## config.mk

```make
export PLATFORM = sky130hd
export DESIGN_NAME = hazard_unit
export DESIGN_NICKNAME = d
export VERILOG_FILES = /design/src/rtl/hazard_unit.sv
export SDC_FILE = /design/constraint.sdc
export NUM_CORES = 1
export LEC_CHECK = 0
export BUFFER_PORTS_ARGS = -buffer_cell sky130_fd_sc_hd__buf_2
export CELL_PAD_IN_SITES_DETAIL_PLACEMENT = 1
export CELL_PAD_IN_SITES_GLOBAL_PLACEMENT = 2
export CORE_ASPECT_RATIO = 0.7
export CORE_UTILIZATION = 30
export CTS_CLUSTER_DIAMETER = 150
export DETAILED_ROUTE_END_ITERATION = 7
export PLACE_DENSITY_LB_ADDON = 0.08
export SLEW_MARGIN = 20
export SYNTH_ARGS = -nofsm -noshare
export SYNTH_HDL_FRONTEND = slang
export SYNTH_SLANG_ARGS = --single-unit
```

## constraint.sdc

```tcl
create_clock -name clk -period 3.7 [get_ports clk]
set_input_delay 0.185 -clock clk [delete_from_list [all_inputs] [get_ports clk]]
set_output_delay 0.185 -clock clk [all_outputs]
set_load 0.03 [all_outputs]
```

## src/rtl/hazard_unit.sv

```systemverilog
// Hazard and stall arbiter for the 5-stage pipeline: operand forwarding, load-use and
// branch stalls, a data-memory wait FSM with timeout, and saturating stall counters.
module hazard_unit #(
    parameter int CNT_W   = 16,
    parameter int TIMEOUT = 255,
    parameter int TO_W    = 8
) (
    input  logic             clk,
    input  logic             reset,
    input  logic [4:0]       rsD,
    input  logic [4:0]       rtD,
    input  logic [4:0]       rsE,
    input  logic [4:0]       rtE,
    input  logic [4:0]       writeregE,
    input  logic [4:0]       writeregM,
    input  logic [4:0]       writeregW,
    input  logic             branchD,
    input  logic             regwriteE,
    input  logic             regwriteM,
    input  logic             regwriteW,
    input  logic             memtoregE,
    input  logic             memtoregM,
    input  logic             memreqM,
    input  logic             memreadyM,
    output logic             forwardAD,
    output logic             forwardBD,
    output logic [1:0]       forwardAE,
    output logic [1:0]       forwardBE,
    output logic             stallF,
    output logic             stallD,
    output logic             stallE,
    output logic             stallM,
    output logic             flushE,
    output logic             flushW,
    output logic             memwait,
    output logic             mem_timeout,
    output logic [CNT_W-1:0] hazard_stalls,
    output logic [CNT_W-1:0] mem_stalls
);

    typedef enum logic {MEM_IDLE, MEM_WAIT} memState_t;

    memState_t        state, nextState;
    logic [TO_W-1:0]  waitCnt, nextWaitCnt;
    logic             abortM;
    logic             timeoutHit;
    logic             lwStall, branchStall, memStall, hazStall;

    // Forwarding: M result wins over W, and register 0 is never forwarded.
    always_comb begin
        forwardAE = 2'b00;
        forwardBE = 2'b00;
        if (rsE != 5'd0 && rsE == writeregM && regwriteM)      forwardAE = 2'b10;
        else if (rsE != 5'd0 && rsE == writeregW && regwriteW) forwardAE = 2'b01;
        if (rtE != 5'd0 && rtE == writeregM && regwriteM)      forwardBE = 2'b10;
        else if (rtE != 5'd0 && rtE == writeregW && regwriteW) forwardBE = 2'b01;
        forwardAD = (rsD != 5'd0) && (rsD == writeregM) && regwriteM;
        forwardBD = (rtD != 5'd0) && (rtD == writeregM) && regwriteM;
    end

    // abortM masks the stall for the one cycle after a timeout so the stuck access can leave M.
    assign lwStall     = memtoregE && (rtE == rsD || rtE == rtD);
    assign branchStall = branchD && ((regwriteE && (writeregE == rsD || writeregE == rtD)) ||
                                     (memtoregM && (writeregM == rsD || writeregM == rtD)));
    assign memStall    = memreqM && !memreadyM && !abortM;
    assign hazStall    = (lwStall || branchStall) && !memStall;

    always_comb begin
        nextState   = state;
        nextWaitCnt = waitCnt;
        timeoutHit  = 1'b0;
        case (state)
            MEM_IDLE: begin
                if (memStall) begin
                    nextState   = MEM_WAIT;
                    nextWaitCnt = '0;
                end
            end
            MEM_WAIT: begin
                if (memreadyM) begin
                    nextState = MEM_IDLE;
                end else if (waitCnt == TO_W'(TIMEOUT - 1)) begin
                    nextState  = MEM_IDLE;
                    timeoutHit = 1'b1;
                end else begin
                    nextWaitCnt = waitCnt + TO_W'(1);
                end
            end
            default: nextState = MEM_IDLE;
        endcase
    end

    always_ff @(posedge clk) begin
        if (!reset) begin
            state         <= MEM_IDLE;
            waitCnt       <= '0;
            abortM        <= 1'b0;
            mem_timeout   <= 1'b0;
            hazard_stalls <= '0;
            mem_stalls    <= '0;
        end else begin
            state   <= nextState;
            waitCnt <= nextWaitCnt;
            abortM  <= timeoutHit;
            if (timeoutHit) mem_timeout <= 1'b1;
            if (hazStall && hazard_stalls != {CNT_W{1'b1}}) hazard_stalls <= hazard_stalls + CNT_W'(1);
            if (memStall && mem_stalls != {CNT_W{1'b1}})    mem_stalls    <= mem_stalls + CNT_W'(1);
        end
    end

    // Stall and flush requests are suppressed while the pipeline is held in reset.
    assign stallF  = reset && (memStall || lwStall || branchStall);
    assign stallD  = stallF;
    assign stallE  = reset && memStall;
    assign stallM  = stallE;
    assign flushW  = stallE;
    assign flushE  = reset && hazStall;
    assign memwait = (state == MEM_WAIT);

endmodule

```

==> results of run 1 <==
[registers in the layout, indices dropped and copies added (netlist names)]
| signal | count |
|---|---|
| abortM | 1 |
| mem_stalls | 16 |
| memwait | 1 |
| mem_timeout | 1 |
| waitCnt | 8 |
| hazard_stalls | 16 |
[per-stage QoR]
stage	utilization	power [mW]
6_report	0.3916	1.071
2_1_floorplan	-	0.5825
4_1_cts	0.3916	1.094
5_1_grt	0.3916	1.129
3_3_place_gp	0.3753	0.6434
3_5_place_dp	0.3753	0.6478
[final cells by class]
type                       instances  area (µm²)  area share
tap                              120       150.1     0.04449
sequential                        43       860.8      0.2551
inverter                           5       18.77    0.005562
timing repair buffer              91       457.9      0.1357
clock inverter                     3       15.01    0.004449
multi-input combinational        266        1747      0.5176
clock buffer                       5       125.1     0.03708
[power by group]
| group | total, mW | internal, mW | switching (mW) |
|---|---|---|---|
| clock | 0.436 | 0.247 | 0.189 |
| sequential | 0.471 | 0.466 | 0.00481 |
| combinational | 0.164 | 0.0664 | 0.0978 |
| total | 1.07 | 0.779 | 0.292 |
[routing by layer]
layer,GRT usage,vias to the layer above,part of all wire
met4,0.05844,0,0.013
met1,0.2597,1252,0.53
met5,0,-,0
li1,-,1334,-
met3,0.04059,7,0.045
met2,0.2683,62,0.42
[cells in the final DEF (no fill, tap or decap), drive strengths merged, types with 7 or more instances in the layout]
cell	instances
and3	10
o31ai	7
nand2	22
or4	10
nor2	34
nor4	7
nand3	15
xnor2	40
o21ai	14
nand4	19
xor2	30
a21oi	14
dfxtp	43
buf	91
[final timing paths]
kind	slack (ns)	endpoint	depth (start not counted)	startpoint
worst max register to register	1.14	hazard_stalls[15]$_SDFFE_PN0P_	8	hazard_stalls[0]$_SDFFE_PN0P_
worst min register to register	0.48	mem_timeout$_SDFFE_PN0P_	1	mem_timeout$_SDFFE_PN0P_
worst min-delay path	0.24	abortM$_SDFF_PN0_	2	memreadyM
worst max-delay path	1.14	hazard_stalls[15]$_SDFFE_PN0P_	8	hazard_stalls[0]$_SDFFE_PN0P_
[worst max-delay path: stages, from the launching register on]
cell     delay [ns]
dfxtp_1        0.37
ha_1           0.27
and2_1         0.20
and4_1         0.23
and3_1         0.39
nor2_1         0.39
nand4_1        0.17
or3_1          0.33
a21oi_1        0.14
[cells by family after synthesis]
kind of cell	share of synthesized area
buf+inv	0.03741
flops	0.3178
xor+xnor	0.2263
mux	0.01109
compound gates	0.09053
fa+ha+maj	0.01848
simple gates	0.2984
==> impl_metrics.yaml, run 1 <==
floorplanning:
  start_util: 0.3143
  die_y_um: 81.50
  placementRows: 28
  die_w_um: 115.6
  num_io_pins: 91
  die_area_um2: 9419
  coreArea_um2: 8618
synth:
  syn_area_um2: 2709
  synth_common_cells: "43 x dfxtp_1, 40 x xnor2_1, 34 x nor2_1, 30 x xor2_1, 22 x nand2_1"
  syn_nets: 381
  synth-seq-cells: 43
  synth_edf_count: 0
  synth_most_common_cell: "dfxtp_1"
  ys_warn_count: 0
  yosysTopAreaCellShare: 0.3178
  async_reset_ff_frac: 0
  syn_inst: 332
  synth_largest_area_cell: "dfxtp_1"
  yosysSeqAreaShare: 0.3178
  synthFlopType: "dfxtp_1"
  synth_cell_types: 34
  synth_area_leaders: "dfxtp_1 32%, xnor2_1 13%, xor2_1 9.7%"
  syn_avg_cell_area_um2: 8.159
timing:
  setup_viol: 0
  finalCritPeriodShare: 0.6926
  final-hold-violation-count: 0
  setup_tns_ns: 0
  finalMaxSlewViolations: 0
  timing.final.ws_setup_ns: 1.137
  holdWs_ns: 0.2413
  fin_crit_ns: 2.563
  fmax_mhz: 390.2
  grt_setup_unrepaired: "false"
  slew-limit-headroom: 0.4421
  finalClockSkew_ns: 0.003600
  tightest_slew_ns: 0.8368
power_and_ir_drop:
  p_leak_nw: 1.394
  p_per_area_nw_per_um2: 317.3
  vdd_drop_max_v: 0.0002237
grt:
  grt_overflow: 0
  grt_max_degree: 32
  antenna_found_initial: 0
  grt_pass1_wl_mm: 13.08
  grtUsageTotal: 0.1817
  grt_pass1_vias: 2557
critical_path:
  cp.arrival_ns: 2.79
  path_max_fanout: 20
  critical_path.endpoint_type: "register"
  critPathKind: "register to register"
  critPathLaunchType: "register"
  worstPathRequired_ns: 3.93
placed_design:
  place_area_um2: 3234
  dp.cells: 525
  gp_congestion: 0.8473
  pre_cts_ws_ns: 1.183
  numPortBuffers: 90
  dp_hpwl_mm: 6.171
route:
  viasPerCell: 4.981
  drc_errors: 0
  vias: 2655
  wl_mm: 8.000
  firstDrtPassIters: 4
  wl_per_cell_um: 15.01
  drt_iter0_markers: 107
  drtAntennaViolNets: 0
clock_tree:
  cts_tree: "built"
  cts_resized: 0
  cts_num_sinks: 43
  cts_buffer_depth: 2
  htree_num_levels: 2
  post_cts_buffers: 0
  numCtsBuffers: 5
  cts-root-buf: "clkbuf_16"
  insertion_delay_ns: 0.29
  cts.clk_slew.worst_paths_ns: 0.06
  hold_buffers: 0
finish:
  syn2layout_area_growth_pct: 24.57
  instances_no_fill: 533
  num-nets-final: 461
  num_antenna_cells: 0
  drive_above_1_share: 0.2470
  final_area_um2: 3374
  nFillCells: 1086
job:
  cap_violations: 0
status:
  outcome: "finished clean"
worst_hold_path:
  hold_path_class: "primary input to register"
(Power assumes the default switching activity.)
==> run 2, diff against run 1 <==
- ABC_AREA: not set -> 1
- CORE_UTILIZATION: 30 -> 27
- clock period: 3.7 -> 2.7 ns (I/O delays scaled with it)
==> impl_metrics.yaml, run 2 <==
status:
  outcome: "finished clean"
placed_design:
  dp_hpwl_mm: 8.274
  gp_congestion: 0.8061
  dp.cells: 760
  place_area_um2: 3796
  numPortBuffers: 90
  pre_cts_ws_ns: 0.6973
synth:
  syn_avg_cell_area_um2: 6.158
  ys_warn_count: 0
  synth_area_leaders: "dfxtp_1 27%, nand2_1 16%, inv_1 11%"
  yosysTopAreaCellShare: 0.2657
  synth-seq-cells: 43
  yosysSeqAreaShare: 0.2657
  syn_nets: 575
  synth_largest_area_cell: "dfxtp_1"
  synth_most_common_cell: "nand2_1"
  synth_edf_count: 0
  synth_cell_types: 39
  async_reset_ff_frac: 0
  syn_area_um2: 3239
  synthFlopType: "dfxtp_1"
  syn_inst: 526
  synth_common_cells: "137 x nand2_1, 96 x inv_1, 63 x nor2_1, 43 x dfxtp_1, 27 x nand4_1"
clock_tree:
  post_cts_buffers: 0
  insertion_delay_ns: 0.29
  cts_resized: 0
  cts_tree: "built"
  cts.clk_slew.worst_paths_ns: 0.06
  htree_num_levels: 2
  numCtsBuffers: 5
  cts_num_sinks: 43
  cts_buffer_depth: 2
  hold_buffers: 0
  cts-root-buf: "clkbuf_16"
grt:
  grt_max_degree: 34
  antenna_found_initial: 1
  grt_pass1_wl_mm: 17.31
  grt_pass1_vias: 3554
  grtUsageTotal: 0.1752
  grt_overflow: 0
worst_hold_path:
  hold_start: "memreadyM"
  holdPathEnd: "abortM$_SDFF_PN0_"
  whs_path_depth: 3
  hold_path_class: "primary input to register"
finish:
  num-nets-final: 659
  final_area_um2: 3938
  nFillCells: 1565
  reg_top3: "hazard_stalls (16), mem_stalls (16), waitCnt (8)"
  multi_input_area_um2: 1898
  syn2layout_area_growth_pct: 21.55
  postLayoutCoreUtil: 0.3370
  num_antenna_cells: 0
  layout_commonest_cell: "nand2_1"
  regArea_um2: 860.8
  drive_above_1_share: 0.2013
  instances_no_fill: 768
  layout_common_cells: "137 x nand2_1, 96 x inv_1, 90 x buf_2, 63 x nor2_1, 43 x dfxtp_1"
critical_path:
  critPathKind: "register to register"
  r2r_slack_ns: 0.69
  critPathLaunchType: "register"
  r2r_end: "mem_stalls[14]$_SDFFE_PN0P_"
  rr_worst_depth: 10
  cp.arrival_ns: 2.19
  worstPathRequired_ns: 2.88
  critical_path.endpoint_type: "register"
  r2r_start: "mem_stalls[0]$_SDFFE_PN0P_"
  path_max_fanout: 8
timing:
  final-hold-violation-count: 0
  finalClockSkew_ns: 0.01251
  setup_viol: 0
  grt_setup_unrepaired: "false"
  tightest_slew_ns: 0.5428
  fin_crit_ns: 2.010
  setup_tns_ns: 0
  finalCritPeriodShare: 0.7444
  finalMaxSlewViolations: 0
  slew-limit-headroom: 0.6348
  timing.final.ws_setup_ns: 0.6902
  fmax_mhz: 497.6
floorplanning:
  num_io_pins: 91
  placementRows: 33
  coreArea_um2: 11690
  die_y_um: 93.64
  die_area_um2: 12450
  start_util: 0.2772
  die_w_um: 132.9
power_and_ir_drop:
  p_leak_nw: 1.952
  vdd_drop_max_v: 0.0002622
  p_per_area_nw_per_um2: 387.6
route:
  viasPerCell: 4.598
  vias: 3531
  wl_per_cell_um: 13.51
  wl_mm: 10.38
  drtAntennaViolNets: 0
  firstDrtPassIters: 4
  drt_iter0_markers: 100
  drc_errors: 0
job:
  cap_violations: 0
-- run 2: layer usage --
layer,GRT usage,part of all wire,up-vias
met5,0,0.0013,-
met4,0.03831,0.0051,2
met1,0.2389,0.51,1615
met3,0.03631,0.047,7
li1,-,-,1834
met2,0.2823,0.44,73
-- run 2: power breakdown --
part           internal (mW)  switching, mW
logic                 0.0932          0.182
clock network          0.342          0.259
registers              0.641        0.00894
total                   1.08          0.450
-- run 2: worst max-delay path, cell delays in order (launching register included) --
cell     delay, ns
dfxtp_1       0.35
ha_1          0.24
nand3_1       0.16
nor2_1        0.07
nand3_1       0.06
nand2_1       0.18
nor2_1        0.31
nand3_1       0.17
nor2_1        0.16
a21oi_1       0.08
o21a_1        0.12
-- run 2: logic make-up after synthesis --
logic type	share of synthesized area
AOI/OAI and AO/OA	0.08961
and+or+nand+nor	0.4129
buffers and inverters	0.1487
xor gates and xnor gates	0.06759
DFF	0.2657
adders and majority gates	0.01545
-- run 2: stage by stage --
step                      total power [mW]  hold WS (ns)
after floorplan                     0.8413        0.3510
after global placement              0.9369        0.4323
after detailed placement            0.9419        0.4399
after CTS                            1.564        0.1841
after global routing                 1.607        0.1981
final                                1.526        0.1935
-- run 2: worst max-delay path by stage --
stage,depth (start not counted),endpoint,slack [ns],startpoint
floorplan,6,forwardBE[0],0.45,rtE[2]
global route,10,mem_stalls[14]$_SDFFE_PN0P_,0.45,mem_stalls[0]$_SDFFE_PN0P_
CTS,10,mem_stalls[14]$_SDFFE_PN0P_,0.67,mem_stalls[0]$_SDFFE_PN0P_
finish,10,mem_stalls[14]$_SDFFE_PN0P_,0.69,mem_stalls[0]$_SDFFE_PN0P_
global placement,10,mem_stalls[14]$_SDFFE_PN0P_,0.70,mem_stalls[0]$_SDFFE_PN0P_
detailed placement,10,mem_stalls[14]$_SDFFE_PN0P_,0.70,mem_stalls[0]$_SDFFE_PN0P_
-- run 2: area by class of cell --
| class | count | area share |
|---|---|---|
| clock buffer | 6 | 0.03273 |
| tap | 157 | 0.04989 |
| timing repair buffer | 92 | 0.1182 |
| sequential | 43 | 0.2186 |
| inverter | 100 | 0.09533 |
| multi-input combinational | 368 | 0.4820 |
| clock inverter | 2 | 0.003178 |
